<file path="config.mk">
export PLATFORM = sky130hd
export DESIGN_NAME = uart_tx_buf
export DESIGN_NICKNAME = d
export VERILOG_FILES = /design/src/rtl/uart_pkg.sv /design/src/rtl/uart_tx_fifo.sv /design/src/rtl/uart_tx_buf.sv
export SDC_FILE = /design/constraint.sdc
export NUM_CORES = 1
export LEC_CHECK = 0
export BUFFER_PORTS_ARGS = -buffer_cell sky130_fd_sc_hd__buf_2
export CORE_AREA = 5 5 132 134
export CTS_CLUSTER_DIAMETER = 120
export DETAILED_ROUTE_END_ITERATION = 8
export DIE_AREA = 0 0 137 139
export PLACE_DENSITY = 0.62
export SLEW_MARGIN = 20
export SYNTH_ARGS = -nofsm -noshare
export SYNTH_HDL_FRONTEND = slang
export SYNTH_SLANG_ARGS = --single-unit
</file>
<file path="constraint.sdc">
create_clock -name clk -period 2.7 [get_ports clk]
set_input_delay 0.27 -clock clk [delete_from_list [all_inputs] [get_ports clk]]
set_output_delay 0.27 -clock clk [all_outputs]
set_load 0.01 [all_outputs]
</file>
<file path="src/rtl/uart_pkg.sv">
// Shared UART definitions: FSM state encoding, parity codes and bit-timing helpers
// used by both the transmitter and the receiver.
package uart_pkg;

  typedef enum logic [2:0] {
    IDLE  = 3'd0,
    START = 3'd1,
    DATA  = 3'd2,
    PAR   = 3'd3,
    STOP  = 3'd4
  } uart_state_t;

  localparam int PARITY_NONE = 0;
  localparam int PARITY_EVEN = 1;
  localparam int PARITY_ODD  = 2;

  localparam int DATA_BITS = 8;

  // Integer truncation is intentional: the bit period is a whole number of clocks.
  function automatic int clks_per_bit(input int clock_freq_hz, input int baud_rate);
    return clock_freq_hz / baud_rate;
  endfunction

  function automatic int frame_bits(input int parity, input int stop_bits);
    return 1 + DATA_BITS + ((parity != PARITY_NONE) ? 1 : 0) + stop_bits;
  endfunction

  function automatic logic parity_of(input logic [7:0] data, input int parity);
    return (parity == PARITY_ODD) ? ~^data : ^data;
  endfunction

endpackage

</file>
<file path="src/rtl/uart_tx_fifo.sv">
// Synchronous byte FIFO with a registered occupancy count; read data is the
// current head entry, valid whenever the FIFO is not empty.
module uart_tx_fifo #(
  parameter int DEPTH   = 16,
  parameter int LEVEL_W = $clog2(DEPTH + 1)
) (
  input  logic               clk,
  input  logic               rst_n,
  input  logic               push,
  input  logic [7:0]         wdata,
  input  logic               pop,
  output logic [7:0]         rdata,
  output logic [LEVEL_W-1:0] level,
  output logic               full,
  output logic               empty
);

  localparam int PTR_W = $clog2(DEPTH);

  logic [7:0]         mem [DEPTH];
  logic [PTR_W-1:0]   wr_ptr;
  logic [PTR_W-1:0]   rd_ptr;
  logic [LEVEL_W-1:0] count;
  logic               wr_en;
  logic               rd_en;

  assign full  = (count == LEVEL_W'(DEPTH));
  assign empty = (count == '0);
  assign wr_en = push & ~full;
  assign rd_en = pop & ~empty;
  assign rdata = mem[rd_ptr];
  assign level = count;

  always_ff @(posedge clk) begin
    if (wr_en) begin
      mem[wr_ptr] <= wdata;
    end
  end

  // Pointers are exactly log2(DEPTH) bits wide, so they wrap modulo DEPTH on their own.
  always_ff @(posedge clk or negedge rst_n) begin
    if (!rst_n) begin
      wr_ptr <= '0;
      rd_ptr <= '0;
      count  <= '0;
    end else begin
      if (wr_en) begin
        wr_ptr <= wr_ptr + PTR_W'(1);
      end
      if (rd_en) begin
        rd_ptr <= rd_ptr + PTR_W'(1);
      end
      case ({wr_en, rd_en})
        2'b10:   count <= count + LEVEL_W'(1);
        2'b01:   count <= count - LEVEL_W'(1);
        default: count <= count;
      endcase
    end
  end

endmodule

</file>
<file path="src/rtl/uart_tx_buf.sv">
// Buffered UART transmitter: byte FIFO feeding a frame FSM with a per-bit timer
// and an LSB-first shifter; the serial line output is registered.
module uart_tx_buf
  import uart_pkg::*;
#(
  parameter int CLOCK_FREQ_HZ = 80000000,
  parameter int BAUD_RATE     = 230400,
  parameter int FIFO_DEPTH    = 16,
  parameter int PARITY        = 0,
  parameter int STOP_BITS     = 1
) (
  input  logic                             clk,
  input  logic                             rst_n,
  input  logic                             send,
  input  logic [7:0]                       tx_data,
  output logic                             ready,
  output logic                             overrun,
  output logic                             busy,
  output logic [$clog2(FIFO_DEPTH+1)-1:0]  level,
  output logic                             tx
);

  localparam int CLKS_PER_BIT = clks_per_bit(CLOCK_FREQ_HZ, BAUD_RATE);
  localparam int CNT_W        = (CLKS_PER_BIT < 2) ? 1 : $clog2(CLKS_PER_BIT);
  localparam int LEVEL_W      = $clog2(FIFO_DEPTH + 1);
  localparam logic [CNT_W-1:0] BIT_LAST = CNT_W'(CLKS_PER_BIT - 1);

  if (CLKS_PER_BIT < 2) begin : g_bad_baud
    $error("uart_tx_buf: CLOCK_FREQ_HZ/BAUD_RATE must be at least 2");
  end
  if ((FIFO_DEPTH < 2) || ((FIFO_DEPTH & (FIFO_DEPTH - 1)) != 0)) begin : g_bad_depth
    $error("uart_tx_buf: FIFO_DEPTH must be a power of two and at least 2");
  end
  if ((PARITY < PARITY_NONE) || (PARITY > PARITY_ODD)) begin : g_bad_parity
    $error("uart_tx_buf: PARITY must be 0, 1 or 2");
  end
  if ((STOP_BITS != 1) && (STOP_BITS != 2)) begin : g_bad_stop
    $error("uart_tx_buf: STOP_BITS must be 1 or 2");
  end

  uart_state_t      state;
  logic [CNT_W-1:0] bit_cnt;
  logic [2:0]       bit_idx;
  logic             stop_cnt;
  logic [7:0]       shifter;
  logic             par_bit;
  logic             rst_q;
  logic             fifo_full;
  logic             fifo_empty;
  logic [7:0]       fifo_rdata;
  logic             push;
  logic             pop;
  logic             last_bit;
  logic             last_stop;

  // Reset is released one edge late so the first accepted push lands on the second edge.
  always_ff @(posedge clk or negedge rst_n) begin
    if (!rst_n) begin
      rst_q <= 1'b0;
    end else begin
      rst_q <= 1'b1;
    end
  end

  assign ready     = ~fifo_full;
  assign push      = send & ready & rst_q;
  assign last_bit  = (bit_cnt == BIT_LAST);
  assign last_stop = (stop_cnt == 1'(STOP_BITS - 1));
  assign pop       = ~fifo_empty & ((state == IDLE) | ((state == STOP) & last_bit & last_stop));
  assign busy      = (state != IDLE) | ~fifo_empty;

  uart_tx_fifo #(
    .DEPTH   (FIFO_DEPTH),
    .LEVEL_W (LEVEL_W)
  ) u_fifo (
    .clk   (clk),
    .rst_n (rst_n),
    .push  (push),
    .wdata (tx_data),
    .pop   (pop),
    .rdata (fifo_rdata),
    .level (level),
    .full  (fifo_full),
    .empty (fifo_empty)
  );

  always_ff @(posedge clk or negedge rst_n) begin
    if (!rst_n) begin
      state    <= IDLE;
      bit_cnt  <= '0;
      bit_idx  <= '0;
      stop_cnt <= 1'b0;
      shifter  <= '0;
      par_bit  <= 1'b0;
      tx       <= 1'b1;
      overrun  <= 1'b0;
    end else begin
      overrun <= send & ~ready & rst_q;
      case (state)
        IDLE: begin
          tx <= 1'b1;
        end
        START: begin
          if (last_bit) begin
            bit_cnt <= '0;
            bit_idx <= '0;
            tx      <= shifter[0];
            state   <= DATA;
          end else begin
            bit_cnt <= bit_cnt + CNT_W'(1);
          end
        end
        DATA: begin
          if (last_bit) begin
            bit_cnt <= '0;
            if (bit_idx == 3'd7) begin
              if (PARITY != PARITY_NONE) begin
                state <= PAR;
                tx    <= par_bit;
              end else begin
                state    <= STOP;
                stop_cnt <= 1'b0;
                tx       <= 1'b1;
              end
            end else begin
              bit_idx <= bit_idx + 3'd1;
              shifter <= {1'b0, shifter[7:1]};
              tx      <= shifter[1];
            end
          end else begin
            bit_cnt <= bit_cnt + CNT_W'(1);
          end
        end
        PAR: begin
          if (last_bit) begin
            bit_cnt  <= '0;
            stop_cnt <= 1'b0;
            state    <= STOP;
            tx       <= 1'b1;
          end else begin
            bit_cnt <= bit_cnt + CNT_W'(1);
          end
        end
        STOP: begin
          if (last_bit) begin
            bit_cnt <= '0;
            if (last_stop) begin
              state <= IDLE;
              tx    <= 1'b1;
            end else begin
              stop_cnt <= 1'b1;
            end
          end else begin
            bit_cnt <= bit_cnt + CNT_W'(1);
          end
        end
        default: begin
          state <= IDLE;
          tx    <= 1'b1;
        end
      endcase
      // A pop always starts a fresh frame, overriding the transition chosen above.
      if (pop) begin
        state   <= START;
        bit_cnt <= '0;
        tx      <= 1'b0;
        shifter <= fifo_rdata;
        par_bit <= parity_of(fifo_rdata, PARITY);
      end
    end
  end

endmodule
</file>
* Word-level counts from Yosys, hierarchy flattened *
Memory sizes are Yosys's and may differ from the RTL's.
Cells that the tools add are included.

word-level totals
  flip-flop bits (word level) = 40
  bits in writable memories = 128
  bits of input ports = 11
  logic and storage cells = 106
  memories kept = 1

cells by class
  add/subtract/negate cells = 6
  equality and inequality tests = 23
  muxes and demuxes = 36
  bitwise gates (word level) = 14
  reductions and logical operators = 15

memory list
  memory      depth  width  read ports  clocked after memory_dff  write ports  RTL line            text
  u_fifo.mem  16     8      1           0                         1            uart_tx_fifo.sv:20  logic [7:0] mem [DEPTH];

operator list
  kind                                                   number
  two-way mux 8 bit                                      4
  two-way mux 3 bit                                      10
  two-way mux 9 bit                                      3
  inequality test 3 x 2 -> 1 bit, second input constant  6
  case mux 3 bit (5 select lines)                        1
  two-way mux 1 bit                                      14
  inequality test 2 bit, second input constant           6
  case mux 5 bit (2 select lines)                        1
  AND reduction 5 bit                                    2
  nonzero test 2 bit                                     5
  adder 9 x 1 -> 9 bit, second input constant            1
  AND 1 bit                                              9
  equality test 9 bit, second input constant             1
  adder 4 x 1 -> 4 bit, second input constant            2
  AND reduction 7 bit                                    1
  equality test 3 x 2 -> 1 bit, second input constant    2
  equality test 3 bit, second input constant             2
  case mux 3 bit (2 select lines)                        1
  nonzero test 3 bit                                     2
  adder 5 x 1 -> 5 bit, second input constant            1
  equality test 5 bit, second input constant             1
  zero test 5 bit                                        1
  subtractor 5 x 1 -> 5 bit, second input constant       1
  inequality test 2 x 1 -> 1 bit, second input constant  2
  other kinds (12)                                       15

* Depth between registers and ports, before layout *
  depth in word-level cells = 8
  mapped depth = 15
  mapped depth without buffers = 14

* Hierarchy *
From an unflattened synthesis, not the netlist that was laid out.

unflattened totals
  cell total of the unflattened synthesis = 506
  area, all modules = 7438.4 µm²

modules (own cells, without submodules)
  module        times used  cells an instance  area each (µm²)
  uart_tx_fifo  1           332                5779.3
  uart_tx_buf   1           174                1659.1

* Least setup slack after synthesis *
OpenSTA, ideal clock, no wires.

  path kind = flip-flop to flip-flop
  start = register u_fifo.count[1], in the netlist u_fifo.level[1]
  end = register u_fifo.count[4], in the netlist u_fifo.level[4]
  data arrival time = 2.878 ns
  data required time = 2.621 ns
  setup slack = -0.258 ns
  stages on the path, launching flop included = 15
  clock period less this slack = 2.958 ns
  path through = dfrtp_1 buf_2 nor4_2 nand2b_1 nand3_1 inv_1 buf_2 ha_1 xor2_1 ha_1 o21a_1 o221a_2 or3_1 a21oi_1 xor2_1

on the way
  elaborated cells between the ends (all ways) = 15

RTL lines
  element                                                                       RTL line            text
  start: declaration                                                            uart_tx_fifo.sv:23  logic [LEVEL_W-1:0] count;
  start signal: assignment                                                      uart_tx_fifo.sv:54  2'b10: count <= count + LEVEL_W'(1);
  start signal: assignment                                                      uart_tx_fifo.sv:55  2'b01: count <= count - LEVEL_W'(1);
  start signal: assignment                                                      uart_tx_fifo.sv:56  default: count <= count;
  zero test 5 bit (*)                                                           uart_tx_fifo.sv:28  assign empty = (count == '0);
  inverter 1 bit (*)                                                            uart_tx_buf.sv:69   assign pop = ~fifo_empty & ((state == IDLE) | ((state == STOP) & last_bit & last_stop));
  AND 1 bit (*)                                                                 uart_tx_buf.sv:69
  via pop                                                                       uart_tx_buf.sv:52   logic pop;
  AND 1 bit (*)                                                                 uart_tx_fifo.sv:30  assign rd_en = pop & ~empty;
  equality test 2 x 1 -> 1 bit / equality test 2 bit (equally long branches)    uart_tx_fifo.sv:53  case ({wr_en, rd_en})
  case mux 5 bit (2 select lines) / nonzero test 2 bit (equally long branches)  --

Mark *: on every way through the listed nets, which the timed path passes. The rest lies on a longest branch.
A chain may end at the register's enable or synchronous reset.

* Final worst setup path *
  start = register bit_cnt[0]
  end = register u_fifo.count[4], in the netlist u_fifo.level[4]

on the way
  cells in the longest elaborated chain, start to end = 8
  elaborated cells between the ends (all ways) = 10

ends and longest elaborated chain
  element                                                                       RTL line            text
  start: declaration                                                            uart_tx_buf.sv:42   logic [CNT_W-1:0] bit_cnt;
  start signal: assignment                                                      uart_tx_buf.sv:110  bit_cnt <= bit_cnt + CNT_W'(1);
  start signal: assignment                                                      uart_tx_buf.sv:131  bit_cnt <= bit_cnt + CNT_W'(1);
  start signal: assignment                                                      uart_tx_buf.sv:141  bit_cnt <= bit_cnt + CNT_W'(1);
  equality test 9 bit (*)                                                       uart_tx_buf.sv:67   assign last_bit = (bit_cnt == BIT_LAST);
  AND 1 bit (*) (2 in series)                                                   uart_tx_buf.sv:69
  bitwise OR 1 bit (*)                                                          uart_tx_buf.sv:69
  AND 1 bit (*)                                                                 uart_tx_buf.sv:69
  AND 1 bit (*)                                                                 uart_tx_fifo.sv:30
  equality test 2 x 1 -> 1 bit / equality test 2 bit (equally long branches)    uart_tx_fifo.sv:53
  case mux 5 bit (2 select lines) / nonzero test 2 bit (equally long branches)  --

Every way passes the cells marked *; elsewhere a longest branch is shown, timed or not.

==> results.yml <==
worst_setup_path:
  most_common_cell_type_on_the_critical_path: "sky130_fd_sc_hd__xor2_1"
  worstReg2RegStart: "bit_cnt[0]$_DFFE_PN0P_"
  critical-path-slowest-cell: "sky130_fd_sc_hd__dfrtp_1"
  timing_worst_setup_path_type: "reg2reg"
  worstPathRequired_ns: 3.04
  timing.critical_path.fanout_max: 3
  critPathCaptureType: "flip-flop"
  critical_path_arrival_ns: 2.98
  crit-reg2reg-capture: "u_fifo.level[4]$_DFFE_PN0P_"
  ff2ff_path_depth: 14
  startpoint_type: "flip-flop"
  worst-r2r-setup-slack_ns: 0.07
  critical_path.cell_chain: "inv_1 -> ha_1 -> nand4b_1 -> o21ai_2 -> nand3_2 -> inv_2 -> ha_4 -> xor2_1 -> ha_2 -> o21a_1 -> o221a_2 -> or3_4 -> a21oi_2 -> xor2_1"
  critical-path-max-stage-delay_ns: 0.38
finish:
  layout.cells.most_common_list: "sky130_fd_sc_hd__edfxtp_1, sky130_fd_sc_hd__dfrtp_1, sky130_fd_sc_hd__buf_4"
  area.growth.synth_to_final_pct: 16.7
  most_common_cell_after_layout_fill_and_taps_aside: "sky130_fd_sc_hd__edfxtp_1"
  fin_cells: 756
  layout-drive-gt1-share: 0.259
  nets: 547
  antenna_cells: 0
floorplanning:
  floorplan.die.width_um: 137
  floorplan.die_area_mm2: 0.0190
  io-pin-count: 20
  core_area_mm2: 0.0162
  die_y_um: 139
  fp-row-count: 47
  initial_utilization: 0.441
timing:
  final.min_clock_period_ns: 2.63
  postLayoutSetupSlackWorst_ns: 0.0660
  tightest_slew_ns: 0.919
  timing_hold_violations_final: 0
  grt_setup_unrepaired: "yes"
  timing.final.crit_share: 0.976
  max_clock_freq_ghz: 0.380
  setup_viol: 0
  maxSlewHeadroom: 0.387
  drv_slew: 0
  fin_skew_ns: 0.0133
route:
  antenna_left: 0
  remaining_drc_errors: 0
  routed_wl_um: 14700
  drt-wirelength-per-cell_um: 19.4
  initialDrtViolationCount: 338
  drt_pass1_iterations: 5
  routed-via-count: 4095
  avgViaCountPerCell: 5.42
power_and_ir_drop:
  largest_vdd_supply_drop_v: 0.000514
  powerDensity_mw_per_mm2: 1030
  power.leakage_nw: 2.98
placed_design:
  place.detailed.hpwl_um: 9820
  place_ws_ns: 0.0443
  port_buffers: 19
  place_inst: 720
  routabilityCongestion: 0.826
clock_tree:
  cts.reportedPaths.clkPinSlew_ns: 0.06
  cts_inserted_buffers: 17
  numClockSinks: 167
  tritoncts: "done"
  insertion_delay_ns: 0.43
  htree_num_levels: 4
  clock_tree.buffer_depth: 2
  cts_root_buffer: "sky130_fd_sc_hd__clkbuf_16"
min_path:
  worst_hold_startpoint: "send"
  hold-path-endpoint: "overrun$_DFF_PN0_"
  worstHoldPathType: "in2reg"
  timing.hold.worst_path_depth: 3
job:
  maxCapViolations: 0
synthesis:
  synth.yosys.warnings: 0
  register_bit_count_reported_by_yosys: 167
  postSynthCellCount: 471
  synth_seq_area_share: 0.676
  top_area_cells_in_the_synthesized_netlist: "sky130_fd_sc_hd__edfxtp_1, sky130_fd_sc_hd__dfrtp_1, sky130_fd_sc_hd__mux4_2"
  yosysTopAreaCell: "sky130_fd_sc_hd__edfxtp_1"
  synth_edf_count: 128
  synth.avg_cell_area_um2: 15.1
  syn_nets: 495
  synth_area_mm2: 0.00713
  synth_flop_cell: "sky130_fd_sc_hd__edfxtp_1"
  netlist-cell-type-count: 53
  async_flop_share: 0.234
  synth_top_area_frac: 0.539
global_routing:
  gr-total-overflow: 0
  vias_in_the_first_global_route: 4180
  global_route.usage.total: 0.163
  grt_start_max_net_pins: 40
  grt_antenna_before_repair: 0
  grt_first_pass_wirelength_um: 23100
outcome:
  run_status: "completed"
-- synth_stat cells, types with 2 or more instances --
| cell | instances |
|---|---|
| sky130_fd_sc_hd__a21oi_1 | 14 |
| sky130_fd_sc_hd__a221o_1 | 3 |
| sky130_fd_sc_hd__a22o_1 | 2 |
| sky130_fd_sc_hd__a31oi_1 | 4 |
| sky130_fd_sc_hd__and3_1 | 3 |
| sky130_fd_sc_hd__buf_1 | 3 |
| sky130_fd_sc_hd__buf_2 | 6 |
| sky130_fd_sc_hd__buf_4 | 3 |
| sky130_fd_sc_hd__clkbuf_1 | 9 |
| sky130_fd_sc_hd__dfrtp_1 | 38 |
| sky130_fd_sc_hd__edfxtp_1 | 128 |
| sky130_fd_sc_hd__ha_1 | 13 |
| sky130_fd_sc_hd__inv_1 | 13 |
| sky130_fd_sc_hd__mux2_2 | 11 |
| sky130_fd_sc_hd__mux2i_1 | 7 |
| sky130_fd_sc_hd__mux4_2 | 26 |
| sky130_fd_sc_hd__nand2_1 | 30 |
| sky130_fd_sc_hd__nand2b_1 | 10 |
| sky130_fd_sc_hd__nand3_1 | 4 |
| sky130_fd_sc_hd__nand4_1 | 3 |
| sky130_fd_sc_hd__nor2_1 | 32 |
| sky130_fd_sc_hd__nor2b_1 | 7 |
| sky130_fd_sc_hd__nor3_1 | 13 |
| sky130_fd_sc_hd__nor3b_1 | 2 |
| sky130_fd_sc_hd__nor4_1 | 4 |
| sky130_fd_sc_hd__nor4b_1 | 2 |
| sky130_fd_sc_hd__o211ai_1 | 2 |
| sky130_fd_sc_hd__o21a_1 | 3 |
| sky130_fd_sc_hd__o21ai_0 | 28 |
| sky130_fd_sc_hd__o221ai_1 | 4 |
| sky130_fd_sc_hd__o31ai_1 | 9 |
| sky130_fd_sc_hd__or2_1 | 2 |
| sky130_fd_sc_hd__or3_1 | 4 |
| sky130_fd_sc_hd__xnor2_1 | 7 |
| sky130_fd_sc_hd__xor2_1 | 4 |
-- cell type report --
cell class / instances / area, um^2
tap: 220 / 275
sequential: 167 / 4820
timing repair buffer: 56 / 388
clock buffer: 17 / 425
inverter: 13 / 48.8
fill: 1344 / 7850
clock inverter: 15 / 165
multi-input combinational: 268 / 2200
-- state kept, by name, indices dropped and copies added (netlist names) --
| signal | flops |
|---|---|
| u_fifo.wr_ptr | 4 |
| shifter | 8 |
| u_fifo.level | 5 |
| bit_idx | 3 |
| rst_q | 1 |
| state | 3 |
| bit_cnt | 9 |
| u_fifo.rd_ptr | 4 |
| tx | 1 |
| u_fifo.mem | 128 |
| overrun | 1 |
-- worst max-delay path: cells and delay by family (launching register included) --
kind | cells | cell delay (ns)
AOI/OAI and AO/OA | 4 | 0.79
and+or+nand+nor | 3 | 0.57
adders and majority gates | 3 | 0.47
DFF | 1 | 0.38
xor gates and xnor gates | 2 | 0.21
buffers and inverters | 2 | 0.16
-- worst max-delay path by stage --
stage | startpoint | to | slack (ns) | cells past startpoint
after global placement | bit_cnt[0]$_DFFE_PN0P_ | u_fifo.level[4]$_DFFE_PN0P_ | 0.08 | 14
after floorplan | bit_cnt[0]$_DFFE_PN0P_ | u_fifo.level[4]$_DFFE_PN0P_ | -0.03 | 15
final | bit_cnt[0]$_DFFE_PN0P_ | u_fifo.level[4]$_DFFE_PN0P_ | 0.07 | 14
after global routing | bit_cnt[0]$_DFFE_PN0P_ | u_fifo.level[4]$_DFFE_PN0P_ | -0.15 | 14
after detailed placement | bit_cnt[0]$_DFFE_PN0P_ | u_fifo.level[4]$_DFFE_PN0P_ | 0.04 | 14
after CTS | bit_cnt[0]$_DFFE_PN0P_ | u_fifo.level[4]$_DFFE_PN0P_ | 0.009 | 14
-- per-layer routing --
metal  vias to the layer above  global-route usage  routed length, um  part of all wire
met4                         0              0.0520                180             0.012
met5                         -                   0                  0                 0
met1                      2082               0.216               6360              0.43
li1                       1911                   -                  -                 -
met2                        88               0.264               7520              0.51
met3                        14              0.0399                618             0.042
-- metrics by stage --
step / power (mW) / TNS, ns / instance area, um^2 / util / hold slack [ns]
floorplan: 5.36 / -0.0350 / 7180 / - / -0.0256
global placement: 6.10 / 0 / 7690 / 0.475 / 0.448
detailed placement: 6.18 / 0 / 7690 / 0.476 / 0.461
CTS: 8.61 / 0 / 8290 / 0.513 / 0.106
global route: 9.04 / -0.149 / 8320 / 0.515 / 0.123
finish: 8.55 / 0 / 8320 / 0.515 / 0.124
-- power breakdown --
| group | leakage [nW] | total (mW) | internal [mW] | switching, mW |
|---|---|---|---|---|
| registers | 1.64 | 3.36 | 3.09 | 0.274 |
| clock network | 0.290 | 2.41 | 1.38 | 1.03 |
| logic | 1.05 | 2.77 | 1.28 | 1.49 |
| total | 2.98 | 8.55 | 5.75 | 2.79 |
-- repair_timing --
| item | 4_1_cts | 5_1_grt |
|---|---|---|
| buffers inserted | 0 | 3 |
| endpoints found under the setup margin | 0 | 1 |
| endpoints found under the hold margin | 2 | 0 |
| resized for setup | 0 | 1 |
| hold buffers | 1 | 0 |
-- cells by family (layout without fill, tap and decap cells) --
| kind of cell | count (synthesis) | in the layout | synth area share |
|---|---|---|---|
| DFF | 167 | 167 | 0.676 |
| muxes | 44 | 44 | 0.109 |
| AOI/OAI and AO/OA | 76 | 76 | 0.0681 |
| and+or+nand+nor | 123 | 123 | 0.0870 |
| adders and majority gates | 13 | 13 | 0.0228 |
| buffers and inverters | 36 | 101 | 0.0228 |
| other | 1 | 1 | 0.000526 |
| xor gates and xnor gates | 11 | 11 | 0.0135 |
(Power assumes the default switching activity.)
